### config.mk
export PLATFORM = sky130hd
export DESIGN_NAME = cdb_arbiter
export DESIGN_NICKNAME = d
export VERILOG_FILES = /design/src/rtl/cdb_arbiter_pkg.sv /design/src/rtl/cdb_arbiter_rr_pick.sv /design/src/rtl/cdb_arbiter.sv
export SDC_FILE = /design/constraint.sdc
export NUM_CORES = 1
export LEC_CHECK = 0
export ABC_AREA = 1
export CAP_MARGIN = 0
export CORE_AREA = 2 2 99 101
export DETAILED_ROUTE_END_ITERATION = 8
export DIE_AREA = 0 0 101 103
export DONT_BUFFER_PORTS = 1
export GPL_ROUTABILITY_DRIVEN = 0
export PLACE_DENSITY_LB_ADDON = 0.12
export SLEW_MARGIN = 40
export SYNTH_ARGS = -nofsm -noshare
export SYNTH_HDL_FRONTEND = slang
export SYNTH_SLANG_ARGS = --single-unit
### constraint.sdc
create_clock -name clk -period 4.62 [get_ports clk]
set_clock_uncertainty 0.15 [all_clocks]
set_input_delay 0.693 -clock clk [delete_from_list [all_inputs] [get_ports clk]]
set_output_delay 0.693 -clock clk [all_outputs]
set_load 0.005 [all_outputs]
### src/rtl/cdb_arbiter_pkg.sv
// Shared constants for the CDB arbiter: machine word/tag sizes, functional-unit
// indices and the reserved "no RS entry" tag.
package cdb_arbiter_pkg;

    localparam int WORD_SIZE = 32;
    localparam int UNIT_SIZE = 8;

    localparam int NUM_UNITS = 5;
    localparam int UNIT_LW   = 0;
    localparam int UNIT_SW   = 1;
    localparam int UNIT_ADD  = 2;
    localparam int UNIT_MUL  = 3;
    localparam int UNIT_MV   = 4;

    localparam logic [UNIT_SIZE-1:0] TAG_NONE = '0;

endpackage

### src/rtl/cdb_arbiter_rr_pick.sv
// Round-robin picker: searches i_req starting at i_ptr (wrapping) and returns the
// first set bit as a one-hot grant plus its index. Purely combinational.
module cdb_arbiter_rr_pick #(
    parameter int N = 5
) (
    input  logic [N-1:0]         i_req,
    input  logic [$clog2(N)-1:0] i_ptr,
    output logic [N-1:0]         o_grant,
    output logic [$clog2(N)-1:0] o_idx,
    output logic                 o_any
);

    localparam int IDX_W = $clog2(N);

    logic [IDX_W:0] w_sum;

    always_comb begin
        o_grant = '0;
        o_idx   = '0;
        o_any   = 1'b0;
        w_sum   = '0;
        for (int k = 0; k < N; k++) begin
            // Rotated index (ptr + k) mod N, computed one bit wider to catch the wrap.
            w_sum = {1'b0, i_ptr} + (IDX_W+1)'(k);
            if (w_sum >= (IDX_W+1)'(N))
                w_sum = w_sum - (IDX_W+1)'(N);
            if (!o_any && i_req[w_sum[IDX_W-1:0]]) begin
                o_any                    = 1'b1;
                o_grant[w_sum[IDX_W-1:0]] = 1'b1;
                o_idx                    = w_sum[IDX_W-1:0];
            end
        end
    end

endmodule

### src/rtl/cdb_arbiter.sv
// Common data bus arbiter: one round-robin grant per cycle, winner broadcast on a
// registered CDB. Optional grant/conflict counters under CDB_ARBITER_STATS_EN.
module cdb_arbiter
    import cdb_arbiter_pkg::*;
#(
    parameter int NUM_REQ = NUM_UNITS,
    parameter int TAG_W   = UNIT_SIZE,
    parameter int DATA_W  = WORD_SIZE
`ifdef CDB_ARBITER_STATS_EN
    ,parameter int STAT_W = 16
`endif
) (
    input  logic                       clk,
    input  logic                       rst,
    input  logic                       flush,
    input  logic [NUM_REQ-1:0]         req_valid,
    input  logic [NUM_REQ*TAG_W-1:0]   req_tag,
    input  logic [NUM_REQ*DATA_W-1:0]  req_data,
    output logic [NUM_REQ-1:0]         req_ready,
    output logic                       cdb_valid,
    output logic [TAG_W-1:0]           cdb_tag,
    output logic [DATA_W-1:0]          cdb_data,
    output logic [$clog2(NUM_REQ)-1:0] cdb_src
`ifdef CDB_ARBITER_STATS_EN
    ,output logic [NUM_REQ*STAT_W-1:0] stat_grant,
    output logic [STAT_W-1:0]          stat_conflict
`endif
);

    localparam int IDX_W = $clog2(NUM_REQ);

    logic [NUM_REQ-1:0] w_grant;
    logic [IDX_W-1:0]   w_idx;
    logic [IDX_W-1:0]   w_ptr_nxt;
    logic               w_any;
    logic [TAG_W-1:0]   w_tag;
    logic [DATA_W-1:0]  w_data;

    logic [IDX_W-1:0]   r_rr_ptr;
    logic               r_vld_p1;
    logic [TAG_W-1:0]   r_tag_p1;
    logic [DATA_W-1:0]  r_data_p1;
    logic [IDX_W-1:0]   r_src_p1;

    cdb_arbiter_rr_pick #(.N(NUM_REQ)) u_pick (
        .i_req   (req_valid),
        .i_ptr   (r_rr_ptr),
        .o_grant (w_grant),
        .o_idx   (w_idx),
        .o_any   (w_any)
    );

    // One-hot mux of the winning tag/data; no index arithmetic on the packed buses.
    always_comb begin
        w_tag  = '0;
        w_data = '0;
        for (int i = 0; i < NUM_REQ; i++) begin
            if (w_grant[i]) begin
                w_tag  = w_tag  | req_tag[i*TAG_W +: TAG_W];
                w_data = w_data | req_data[i*DATA_W +: DATA_W];
            end
        end
        w_ptr_nxt = (w_idx == IDX_W'(NUM_REQ-1)) ? '0 : w_idx + 1'b1;
    end

    assign req_ready = rst ? '0 : w_grant;

    // Stage p1: registered CDB broadcast and round-robin pointer
    always_ff @(posedge clk) begin
        if (rst) begin
            r_vld_p1  <= 1'b0;
            r_tag_p1  <= '0;
            r_data_p1 <= '0;
            r_src_p1  <= '0;
            r_rr_ptr  <= '0;
        end else if (w_any) begin
            // A flushed handshake is still consumed and still moves the pointer.
            r_vld_p1  <= !flush;
            r_tag_p1  <= w_tag;
            r_data_p1 <= w_data;
            r_src_p1  <= w_idx;
            r_rr_ptr  <= w_ptr_nxt;
        end else begin
            r_vld_p1  <= 1'b0;
        end
    end

    assign cdb_valid = r_vld_p1;
    assign cdb_tag   = r_tag_p1;
    assign cdb_data  = r_data_p1;
    assign cdb_src   = r_src_p1;

`ifdef CDB_ARBITER_STATS_EN
    logic [NUM_REQ*STAT_W-1:0] r_stat_grant;
    logic [STAT_W-1:0]         r_stat_conflict;

    function automatic logic [STAT_W-1:0] sat_inc(input logic [STAT_W-1:0] v);
        return (&v) ? v : v + 1'b1;
    endfunction

    always_ff @(posedge clk) begin
        if (rst) begin
            r_stat_grant    <= '0;
            r_stat_conflict <= '0;
        end else begin
            for (int i = 0; i < NUM_REQ; i++) begin
                if (w_grant[i])
                    r_stat_grant[i*STAT_W +: STAT_W] <= sat_inc(r_stat_grant[i*STAT_W +: STAT_W]);
            end
            if ($countones(req_valid) > 1)
                r_stat_conflict <= sat_inc(r_stat_conflict);
        end
    end

    assign stat_grant    = r_stat_grant;
    assign stat_conflict = r_stat_conflict;
`endif

endmodule

== Yosys cells after proc, flatten, opt, wreduce, memory -nomap -nowiden ==
Index checks and enable logic that the tools add are counted.
Word-level totals
  output and inout bits: 49
  logic and storage cells: 111
  bits in registers: 47
  bits of input ports: 208
Operators by class
  equal/unequal tests: 1
  muxes and demuxes: 52
  order comparisons: 15
  bitwise gates (word level): 13
  $add $sub $neg: 10
  reductions and logical operators: 15
Operators by type and width (count)
  32-bit two-way mux: 5
  32-bit OR: 4
  8-bit two-way mux: 5
  3-bit two-way mux: 11
  8-bit OR: 4
  5-bit two-way mux: 6
  3-bit by 4-bit less-than comparator with 1-bit output, second input constant: 5
  5-bit OR: 4
  4-bit by 3-bit >= comparator with 1-bit output, second input constant: 4
  1-bit binary-select mux with 3-bit select: 5
  1-bit demux with 3-bit select: 5
  3-bit by 1-bit >= comparator with 1-bit output, second input constant: 5
  1-bit two-way mux: 15
  3-bit subtractor, second input constant: 5
  1-bit logical AND: 9
  3-bit by 2-bit adder with 4-bit output, second input constant: 2
  1-bit logical NOT: 5
  3-bit by 1-bit adder with 4-bit output, second input constant: 1
  3-bit by 3-bit adder with 4-bit output, second input constant: 1
  3-bit by 1-bit adder with 3-bit output, second input constant: 1
  3-bit equality test, second input constant: 1
  3-bit >= comparator, second input constant: 1
  2-bit OR reduction: 1
  1-bit inverter: 1

== Longest topological paths before layout ==
Gate-level depths: netlist of run 1.
  word-level depth: 26
  gate-level depth with buffers: 22

== Modules after synthesis ==
Synthesis of run 1 repeated with hierarchy kept, for this count alone.
Second synthesis, totals
  cells, all modules: 743
  area, all modules: 4419.2 sq um
Modules (own cells, without submodules)
  cdb_arbiter: area each 3236.9 sq um, cells an instance 523, times used 1
  cdb_arbiter_rr_pick: area each 1182.4 sq um, cells an instance 220, times used 1

== Worst setup path after synthesis of run 1 ==
Ideal clock, no wire load.
  path kind: register to output
  start: reg r_rr_ptr[0]
  end: out req_ready[4]
  required time: 3.777 ns
  cell stages (with the launch flop): 18
  arrival: 2.666 ns
  slack: 1.111 ns
  path buffers: 2
  path through: dfxtp_1 -> buf_6 -> inv_2 -> ha_1 -> ha_1 -> inv_1 -> o21ai_0 -> nor2_1 -> nand3_1 -> nand2_1 -> nor2_2 -> inv_2 -> nor2_4 -> nand2_1 -> nand3_4 -> buf_6 -> inv_1 -> nor2_1
On the way
  longest elaborated chain between the ends: 18
Ends and longest elaborated chain
  start: declaration: line cdb_arbiter.sv:39  | logic [IDX_W-1:0] r_rr_ptr;
  start signal: assignment: line cdb_arbiter.sv:82  | r_rr_ptr <= w_ptr_nxt;
  parallel branches: the longest is 16 deep, another holds 3-bit by 1-bit adder with 4-bit output
  5-bit two-way mux (*): line cdb_arbiter_rr_pick.sv:27  | if (!o_any && i_req[w_sum[IDX_W-1:0]]) begin
  5-bit two-way mux (*): line cdb_arbiter.sv:66  | assign req_ready = rst ? '0 : w_grant;
  end: declaration: line cdb_arbiter.sv:19  | output logic [NUM_REQ-1:0] req_ready,
Every way passes the cells marked *. The select of a mux whose other input is x is not followed.

== Worst setup path in the final report of run 1 ==
Same ends and word-level chain as after synthesis.

==> results of run 1 <==
[worst register-to-register path, stage by stage (launching register included)]
cell and delay [ns]:
dfxtp_1 0.31, buf_4 0.18, inv_2 0.15, ha_1 0.18, inv_1 0.05, fa_1 0.35, inv_1 0.14, nand2_1 0.09
nand3_1 0.09, nand2_1 0.09, nor2_1 0.21, nand3_1 0.11, nand3_1 0.12, nand3_4 0.13, nor2_4 0.17, nand3_1 0.15
nand3_4 0.27, buf_4 0.39, nand2_1 0.16, nand2_1 0.09, nor2_1 0.04, a21oi_1 0.10
[area by class of cell]
class / count / area share, %
timing repair buffer: 7 / 1.51
inverter: 42 / 3.70
sequential: 47 / 21.9
clock buffer: 6 / 1.92
tap: 114 / 3.32
antenna: 1 / 0.0582
clock inverter: 1 / 0.204
multi-input combinational: 624 / 67.4
[metal layers]
metal,share of wire (%),up-vias,GRT usage (%)
met5,0,-,0
met2,51,253,46.5
met4,0.93,0,5.51
met1,39,2106,31.9
met3,8.5,11,4.95
li1,-,2363,-
[worst paths after layout]
| path | start | to | cells after the start | slack, ns |
|---|---|---|---|---|
| worst min-delay path | rst | r_rr_ptr[0]$_SDFFE_PP0N_ | 1 | 0.29 |
| worst max-delay path | r_rr_ptr[0]$_SDFFE_PP0N_ | req_ready[4] | 18 | 0.34 |
| worst max register to register | r_rr_ptr[0]$_SDFFE_PP0N_ | cdb_data[23]$_SDFFE_PP0N_ | 21 | 0.81 |
| worst min register to register | cdb_data[10]$_SDFFE_PP0N_ | cdb_data[10]$_SDFFE_PP0N_ | 2 | 0.41 |
[kinds of logic after synthesis]
group,Yosys count
AND/OR/NAND/NOR,466
AO/OA/AOI/OAI,144
buffers and inverters,77
flip-flops,47
adder cells (fa/ha/maj),11
XOR/XNOR,3
[state kept, by name, summed over array words and instances, names as in the netlist]
| name | count |
|---|---|
| cdb_valid | 1 |
| cdb_data | 32 |
| cdb_src | 3 |
| cdb_tag | 8 |
| r_rr_ptr | 3 |
[layout by cell type (no fill, tap or decap), types with 2 or more instances in the layout]
master	n
inv_2	4
clkbuf_8	6
buf_4	6
o21ai_1	4
a21oi_1	87
nand2_2	17
ha_1	10
nor2_4	3
nor3_1	5
nand3_1	39
nor2_2	3
nand4_1	10
nand3_4	4
o21ai_0	50
inv_1	37
dfxtp_1	46
nand3_2	5
nand2_1	308
nor2_1	70
xor2_1	2
[through the flow]
| step | utilization [%] | instances | worst slack [ns] | area, um2 |
|---|---|---|---|---|
| after floorplan | - | 748 | 1.11 | 4190 |
| after global placement | 44.4 | 834 | 0.549 | 4200 |
| after detailed placement | 44.4 | 834 | 0.516 | 4200 |
| after CTS | 45.3 | 841 | 0.176 | 4290 |
| after global routing | 45.4 | 842 | 0.0364 | 4300 |
| final | 45.4 | 842 | 0.342 | 4300 |
==> qor.yml, run 1 <==
timing:
  finalHoldViolations: 0
  max_slew.worst_pin.slew_ns: 0.636
  drv_slew: 0
  period_minus_slack_ns: 4.28
  slew_headroom_pct: 57.6
  rsz0062_at_grt: "false"
  fin_crit_sh_pct: 92.6
  fmax_ghz: 0.234
  fin_setup_tns_ns: 0
  setup_violations: 0
  hold_slack_ns: 0.291
floorplanning:
  io_pins: 257
  dieWidth_um: 101
  num_rows: 36
  start_util_pct: 44.2
  core_area_mm2: 0.00946
  die_height_um: 103
  dieArea_mm2: 0.0104
yosys:
  synth-compound-area-share_pct: 17.3
  muxShareOfSynthArea_pct: 0
  syn-cell-area_mm2: 0.00419
  synthArstFlopShare_pct: 0
  synth_area_leader_cell: "nand2_1"
  synth_seq_cells: 47
  synth_common_cells: "308 x nand2_1, 87 x a21oi_1, 70 x nor2_1"
  synth.distinct_cells: 29
  synth.most_common_cell: "nand2_1"
  synth_top_area_share_pct: 27.6
  synth-main-ff-cell: "dfxtp_1"
  yosysSeqAreaShare_pct: 22.5
  synthAdderAreaFrac_pct: 3.47
  syn_inst: 748
  synth_top_family_by_area: "simple AND/OR/NAND/NOR gates"
  ys_warn_count: 0
  synthSimpleGateAreaFrac_pct: 47.6
  syn_area_per_cell_um2: 5.60
  synth_edf_count: 0
  synth_area_leaders: "nand2_1 28%, dfxtp_1 22%, a21oi_1 10%"
  synth_xor_area_share_pct: 0.628
  synth_nets: 967
detailed_routing:
  drtIter0Drc: 194
  drtAntennaViolNets: 0
  drc: 0
  vias: 4733
  viasPerCell: 5.62
  drtPass1Iterations: 5
  avgRoutedWirePerCell_um: 17.4
  totalWireLength_mm: 14.7
clock_tree:
  hold_buffers: 0
  clock-sinks: 47
  cts_resized: 0
  post_cts_buffers: 0
  worstSkewPairLatency_ns: 0.30
  clk_pin_slew_ns: 0.10
  htree_levels: 2
  tritoncts: "done"
  cts-buffers-inserted: 5
  clockBufferDepth: 2
  cts-root-buf: "clkbuf_8"
placement:
  io_buffers: 0
  place_hpwl_mm: 11.2
worst_setup_path:
  critPathSlowestCell: "fa_1"
  path_cells: "buf_4, inv_2, ha_1, inv_1, fa_1, inv_1, nand2_1, nand3_1, nand2_1, nor2_1, nand3_1, nand3_1, nand3_4, nor2_4, nand3_1, nand3_4, inv_1, nor2_1"
  worst_setup_path_start_kind: "flip-flop"
  crit_family: "simple AND/OR/NAND/NOR gates"
  critPathKind: "flip-flop to output pin"
  critPathMostFrequentCell: "nand3_1"
  slowest_delay_ns: 0.35
  crit_buf_inv: 5
  cp-end-kind: "output pin"
  crit_required_ns: 3.78
  cp.arrival_ns: 3.44
  cp_max_fo: 16
layout:
  fin_nets: 946
  multi_input_area_mm2: 0.00290
  syn2layout_area_growth_pct: 2.72
  fillers: 1007
  seqCellArea_um2: 942
  drive_above_1_share_pct: 7.29
job:
  max_cap_viol_count: 0
global_routing:
  grt_max_degree: 47
  grt_pass1_vias: 3995
  grt_pass1_wl_mm: 20.9
  gr-total-overflow: 0
  gr-usage-all-layers_pct: 25.7
  antenna_found_initial: 1
status:
  outcome: "complete, no violations"
hold_path:
  holdCritPathClass: "input pin to flip-flop"
Power of run 1 is not shown: default switching activity piles up to over one toggle a cycle in this logic, so the estimate is an artifact.
==> inputs of run 2 (changes only) <==
--- a/config.mk
+++ b/config.mk
@@ -16,4 +16,5 @@
 export SLEW_MARGIN = 40
 export SYNTH_ARGS = -nofsm -noshare
 export SYNTH_HDL_FRONTEND = slang
+export SYNTH_HIERARCHICAL = 1
 export SYNTH_SLANG_ARGS = --single-unit
==> run 2 against run 1 <==
Net effect: worst hold slack better by 0.0042 ns; design area up 2.9%; area after synthesis up 5.6%; core utilization up 1.3 points; synthesized cell count down 0.67%; critical path depth is the same; sequential share of layout area shrank 0.65 points; clock-buffer cell count stayed put; worst setup slack gained 0.098 ns; largest cell class unchanged; critical endpoint is now req_ready[3]; highest routed layer unchanged.
==> qor.yml, run 2 <==
yosys:
  yosysSeqAreaShare_pct: 21.3  # -1.2 points
  synth_common_cells: "318 x nand2_1, 75 x nor2_1, 50 x a21oi_1"
  synth_xor_area_share_pct: 0.764  # +0.14 points
  synthAdderAreaFrac_pct: 3.57  # +0.10 points
  synth_top_family_by_area: "simple AND/OR/NAND/NOR gates"
  synth_area_leader_cell: "nand2_1"
  synth-compound-area-share_pct: 20.1  # +2.8 points
  ys_warn_count: 6  # +6
  synthSimpleGateAreaFrac_pct: 43.1  # -4.5 points
  synth_nets: 963  # -0.41%
  muxShareOfSynthArea_pct: 0  # unchanged
  synth_edf_count: 0  # unchanged
  syn_inst: 743  # -0.67%
  synth_area_leaders: "nand2_1 27%, dfxtp_1 21%, a21oi_2 7.1%"
  synth_top_area_share_pct: 27.0  # -0.61 points
  synthArstFlopShare_pct: 0  # unchanged
  synth_seq_cells: 47  # unchanged
  syn_area_per_cell_um2: 5.95  # +6.3%
  synth-main-ff-cell: "dfxtp_1"
  synth.most_common_cell: "nand2_1"
  syn-cell-area_mm2: 0.00442  # +5.6%
  synth.distinct_cells: 36  # +24%
detailed_routing:
  viasPerCell: 5.60  # -0.34%
  drtAntennaViolNets: 0  # unchanged
  drc: 0  # unchanged
  totalWireLength_mm: 13.8  # -5.9%
  avgRoutedWirePerCell_um: 16.5  # -5.0%
  drtPass1Iterations: 5  # unchanged
  vias: 4672  # -1.3%
  drtIter0Drc: 252  # +30%
floorplanning:
  start_util_pct: 46.7  # +2.5 points
  io_pins: 257  # unchanged
  die_height_um: 103  # unchanged
  core_area_mm2: 0.00946  # unchanged
  num_rows: 36  # unchanged
  dieWidth_um: 101  # unchanged
  dieArea_mm2: 0.0104  # unchanged
clock_tree:
  worstSkewPairLatency_ns: 0.30  # about the same
  htree_levels: 2  # unchanged
  cts-buffers-inserted: 5  # unchanged
  cts_resized: 0  # unchanged
  clockBufferDepth: 2  # unchanged
  cts-root-buf: "clkbuf_8"
  tritoncts: "done"
  clock-sinks: 47  # unchanged
  post_cts_buffers: 0  # unchanged
  hold_buffers: 0  # unchanged
  clk_pin_slew_ns: 0.10  # about the same
placement:
  dp_slack_ns: 0.816  # +0.300 ns
  dp_cells: 825  # -1.1%
  place_hpwl_mm: 10.4  # -7.1%
  io_buffers: 0  # unchanged
layout:
  drive_above_1_share_pct: 12.2  # +4.9 points
  final_cell_mix: "317 x nand2_1, 75 x nor2_1, 50 x a21oi_1"
  instances_no_fill: 834  # -0.95%
  fillers: 978  # -2.9%
  fin_nets: 938  # -0.85%
  syn2layout_area_growth_pct: 0.141
  largest_reg_flops: 32  # unchanged
  layout_commonest_cell: "nand2_1"
  fin_util_pct: 46.8  # +1.3 points
worst_setup_path:
  worst_setup_path_start_kind: "flip-flop"
  critPathKind: "flip-flop to output pin"
  cp_max_fo: 13  # -3
  reg2reg_slack_ns: 0.76  # -0.05 ns
  cp.arrival_ns: 3.34  # -0.10 ns
  crit_required_ns: 3.78  # about the same
  cp-end-kind: "output pin"
  crit_start: "r_rr_ptr[0]$_SDFFE_PP0P_"
  r2r_start: "r_rr_ptr[0]$_SDFFE_PP0P_"
global_routing:
  grt_most_used_layer: "met2"
  use_met3_pct: 6.24  # +1.3 points
  use_met1_pct: 31.1  # -0.72 points
  gr-usage-all-layers_pct: 25.5  # -0.26 points
  gr-total-overflow: 0  # unchanged
  grt_max_degree: 49  # +4.3%
  antenna_found_initial: 1  # unchanged
  grt_pass1_vias: 4302  # +7.7%
  grt_pass1_wl_mm: 21.1  # +1.2%
  use_met2_pct: 42.5  # -4.0 points
timing:
  period_minus_slack_ns: 4.18  # -0.0983 ns
  max_slew.worst_pin.slew_ns: 0.695  # +0.0589 ns
  fin_setup_tns_ns: 0  # unchanged
  slew_headroom_pct: 53.6  # -4.0 points
  drv_slew: 0  # unchanged
  fin_ws_ns: 0.440  # +0.0983 ns
  finalHoldViolations: 0  # unchanged
  fin_crit_sh_pct: 90.5  # -2.1 points
  rsz0062_at_grt: "false"
  fmax_ghz: 0.239  # +2.4%
  setup_violations: 0  # unchanged
hold_path:
  holdCritPathClass: "input pin to flip-flop"
  hold_start: "rst"
power_and_ir_drop:
  powerDensity_mw_per_mm2: 1140
  p_leak_uw: 0.00213
  fin_total_pwr_uw: 5050
  peakVddDrop_mv: 1.28
job:
  max_cap_viol_count: 0  # unchanged
status:
  outcome: "complete, no violations"
run 2: changes by cell type after synthesis, moves of 8 or more:
| cell | before | now |
|---|---|---|
| a21oi_2 | 0 | 36 |
| inv_1 | 37 | 29 |
| a21oi_1 | 87 | 50 |
| buf_4 | 1 | 13 |
| buf_2 | 20 | 5 |
| nand2_2 | 17 | 7 |
| nand3_1 | 39 | 28 |
| nand2_1 | 308 | 318 |
run 2: final timing paths:
path / endpoint / cells past startpoint
min reg2reg: cdb_data[6]$_SDFFE_PP0P_ / 2
max: req_ready[3] / 18
max reg2reg: cdb_data[24]$_SDFFE_PP0P_ / 21
min: r_rr_ptr[0]$_SDFFE_PP0P_ / 1
run 2: cell families after synthesis:
kind of cell               Yosys count
and+or+nand+nor                    457
AOI/OAI and AO/OA                  147
buffers and inverters               77
DFF                                 47
adders and majority gates           12
xor gates and xnor gates             3
run 2: layout make-up:
cell class	instances	area, um2	share of cell area, %
repair buffers	9	67.6	1.53
flip-flops and latches	47	941	21.3
inverters	36	143	3.22
clock inverters	2	38.8	0.876
well taps	114	143	3.22
clock buffers	6	82.6	1.87
diodes	1	2.50	0.0565
multi-input cells	619	3010	68.0
run 2: stage by stage:
step | area [um2] | hold slack, ns
final | 4430 | 0.295
after global routing | 4430 | 0.284
after CTS | 4420 | 0.282
after detailed placement | 4300 | 0.376
after global placement | 4300 | 0.363
after floorplan | 4420 | 0.336
run 2: power breakdown:
part | internal, uW | total [uW] | switching (uW)
logic | 1320 | 4000 | 2680
registers | 587 | 713 | 127
clock network | 178 | 332 | 154
run 2: per-layer routing:
layer	wire, um	vias to the layer above
met5	0	-
met4	495	0
met3	1300	32
met2	6490	238
met1	5500	2072
li1	-	2330
run 2: worst max-delay path, stage by stage, from the launching register on:
cell	delay (ns)
dfxtp_1	0.31
buf_4	0.19
inv_2	0.13
ha_1	0.17
inv_1	0.05
fa_1	0.38
inv_1	0.08
nand2_1	0.13
o21ai_0	0.42
nor2_1	0.14
nand3_1	0.11
nand2_1	0.05
nor2_1	0.19
nand4_1	0.18
nor2_1	0.13
nor2_1	0.07
nand3_2	0.10
inv_1	0.05
nor2_1	0.14
No activity file was read; power rests on OpenSTA's default activity.
==> inputs of run 3 (changes only) <==
--- a/config.mk
+++ b/config.mk
@@ -5,11 +5,10 @@
 export SDC_FILE = /design/constraint.sdc
 export NUM_CORES = 1
 export LEC_CHECK = 0
-export ABC_AREA = 1
 export CAP_MARGIN = 0
-export CORE_AREA = 2 2 99 101
+export CORE_AREA = 2 2 101 103
 export DETAILED_ROUTE_END_ITERATION = 8
-export DIE_AREA = 0 0 101 103
+export DIE_AREA = 0 0 103 105
 export DONT_BUFFER_PORTS = 1
 export GPL_ROUTABILITY_DRIVEN = 0
 export PLACE_DENSITY_LB_ADDON = 0.12
==> run 3 against run 2 <==
Net effect: register-to-register slack got worse by 0.35 ns; die area increased by 4.0%; synthesized cell count decreased by 37%; wire length increased by 8.8%; power decreased by 12%; highest routed layer is now met5; final cell count decreased by 30%; global-route usage increased by 0.82 points; fmax decreased by 5.2%; critical path depth decreased by 6; area after synthesis decreased by 7.6%; via count decreased by 12%; combinational power decreased by 15%.
==> qor.yml, run 3 <==
status:
  outcome: "complete, no violations"
global_routing:
  gr-total-overflow: 0  # unchanged
  grt_pass1_wl_mm: 22.1  # +4.8%
  antenna_found_initial: 3  # +2
  grt_max_degree: 70  # +43%
  grt_pass1_vias: 3816  # -11%
  gr-usage-all-layers_pct: 26.3  # +0.82 points
detailed_routing:
  wl_met1_mm: 5.66  # +2.9%
  drtPass1Iterations: 8  # +3
  viasPerCell: 7.06  # +26%
  topRoutingLayerUsed: "met5"
  totalWireLength_mm: 15.0  # +8.8%
  wl_met3_mm: 1.92  # +48%
  vias: 4097  # -12%
  drtAntennaViolNets: 0  # unchanged
  routed-wl-met2_mm: 7.07  # +8.9%
  avgRoutedWirePerCell_um: 25.9  # +56%
  drc: 0  # unchanged
  drtIter0Drc: 531  # +110%
floorplanning:
  core_area_mm2: 0.00964  # +1.9%
  io_pins: 257  # unchanged
  start_util_pct: 42.3  # -4.4 points
  die_height_um: 105  # +1.9%
  dieArea_mm2: 0.0108  # +4.0%
  num_rows: 36  # unchanged
  dieWidth_um: 103  # +2.0%
clock_tree:
  cts-buffers-inserted: 5  # unchanged
  htree_levels: 2  # unchanged
  worstSkewPairLatency_ns: 0.31  # about the same
  clk_pin_slew_ns: 0.11  # about the same
  tritoncts: "done"
  cts-root-buf: "clkbuf_8"
  hold_buffers: 0  # unchanged
  clock-sinks: 47  # unchanged
  clockBufferDepth: 2  # unchanged
timing:
  drv_slew: 0  # unchanged
  slew_headroom_pct: 68.9  # +15 points
  fin_crit_sh_pct: 95.4  # +5.0 points
  hold_slack_ns: 0.282  # -0.0126 ns
  finalHoldViolations: 0  # unchanged
  max_slew.worst_pin.slew_ns: 0.467  # -0.228 ns
  fmax_ghz: 0.227  # -5.2%
  fin_setup_tns_ns: 0  # unchanged
  rsz0062_at_grt: "false"
  setup_violations: 0  # unchanged
  period_minus_slack_ns: 4.41  # +0.229 ns
worst_setup_path:
  cp_max_fo: 5  # -8
  critPathKind: "flip-flop to output pin"
  cp.arrival_ns: 3.57  # +0.23 ns
  worst_setup_path_start_kind: "flip-flop"
  cp-end-kind: "output pin"
  reg2reg_depth: 15  # -29%
  reg2reg_slack_ns: 0.41  # -0.35 ns
  crit_required_ns: 3.78  # about the same
placement:
  io_buffers: 0  # unchanged
  place_hpwl_mm: 11.4  # +9.4%
layout:
  final_cell_mix: "64 x nor2_1, 45 x dfxtp_1, 41 x a22oi_1"
  fillers: 984  # +0.61%
  drive_above_1_share_pct: 15.5  # +3.3 points
  syn2layout_area_growth_pct: 3.13
  fin_util_pct: 43.7  # -3.1 points
  largest_reg_flops: 32  # unchanged
  layout_commonest_cell: "nor2_1"
  fin_nets: 664  # -29%
power_and_ir_drop:
  p_leak_uw: 0.00149  # -30%
  peakVddDrop_mv: 0.545  # -57%
  powerDensity_mw_per_mm2: 1060  # -7.4%
  fin_total_pwr_uw: 4440  # -12%
yosys:
  synth.most_common_cell: "nor2_1"
  synth_common_cells: "64 x nor2_1, 47 x dfxtp_1, 41 x a22oi_1"
  syn_area_per_cell_um2: 8.74  # +47%
  synth_edf_count: 0  # unchanged
  ys_warn_count: 6  # unchanged
  synth_seq_cells: 47  # unchanged
  syn-cell-area_mm2: 0.00408  # -7.6%
  syn_inst: 467  # -37%
  yosysSeqAreaShare_pct: 23.1  # +1.8 points
  synthArstFlopShare_pct: 0  # unchanged
  synth-main-ff-cell: "dfxtp_1"
  synth.distinct_cells: 71  # +97%
  synth_nets: 687  # -29%
  synth_top_area_share_pct: 23.1  # -4.0 points
  synth_area_leader_cell: "dfxtp_1"
  synth_area_leaders: "dfxtp_1 23%, a222oi_1 9.8%, a311oi_1 8.6%"
hold_path:
  holdCritPathClass: "input pin to flip-flop"
  hold_depth: 1  # unchanged
job:
  max_cap_viol_count: 0  # unchanged
## run 3: final cells by class
| type | instances | area (um2) | share of cell area (%) |
|---|---|---|---|
| inverters | 14 | 66.3 | 1.58 |
| well taps | 133 | 166 | 3.95 |
| diodes | 2 | 5.00 | 0.119 |
| flip-flops and latches | 47 | 946 | 22.5 |
| clock buffers | 6 | 82.6 | 1.96 |
| multi-input cells | 355 | 2730 | 64.9 |
| clock inverters | 2 | 38.8 | 0.922 |
| repair buffers | 21 | 174 | 4.13 |
## run 3: final timing paths
kind	from	endpoint
max	r_rr_ptr[0]$_SDFFE_PP0P_	req_ready[0]
min reg2reg	cdb_tag[1]$_SDFFE_PP0P_	cdb_tag[1]$_SDFFE_PP0P_
min	rst	r_rr_ptr[2]$_SDFFE_PP0P_
max reg2reg	r_rr_ptr[0]$_SDFFE_PP0P_	cdb_data[24]$_SDFFE_PP0P_
## run 3: critical path, stage by stage (launching register included)
cell	delay, ns
dfxtp_1	0.35
inv_2	0.07
ha_1	0.13
inv_1	0.04
fa_1	0.43
a21oi_4	0.23
mux2i_4	0.34
mux2i_1	0.27
a22oi_1	0.15
or4_4	0.54
or3_1	0.32
o211ai_1	0.13
nor2b_1	0.24
## run 3: power breakdown
part	total [uW]	internal [uW]	switching, uW
sequential	699	579	121
combinational	3410	1410	2000
clock	338	179	159
## run 3: timing repair
action / CTS / global route
endpoints found under the setup margin: 4 / 11
setup buffers: 0 / 4
pin swaps: 0 / 2
gates resized for setup: 2 / 6
gates cloned: 0 / 0
## run 3: kinds of logic (layout without fill, tap and decap cells)
family / count (synthesis) / in the layout / synth area share, %
XOR/XNOR: 5 / 5 / 1.26
adder cells (fa/ha/maj): 12 / 12 / 3.86
other: 0 / 2 / 0
multiplexers: 20 / 20 / 5.58
flip-flops: 47 / 47 / 23.1
AND/OR/NAND/NOR: 137 / 137 / 17.3
AO/OA/AOI/OAI: 181 / 181 / 38.0
buffers and inverters: 65 / 43 / 10.9
## run 3: layer usage
layer,global-route usage [%],up-vias
met1,32.7,1959
met5,0,-
met2,42.2,260
li1,-,1845
met3,10.7,31
met4,6.02,2
## run 3: metrics by stage
| step | cells | worst slack (ns) | cell area [um2] |
|---|---|---|---|
| floorplan | 467 | 0.0865 | 4080 |
| global placement | 566 | 0.272 | 4020 |
| detailed placement | 566 | 0.131 | 4020 |
| CTS | 574 | 0.0275 | 4150 |
| global route | 578 | 0.00428 | 4200 |
| finish | 580 | 0.211 | 4210 |
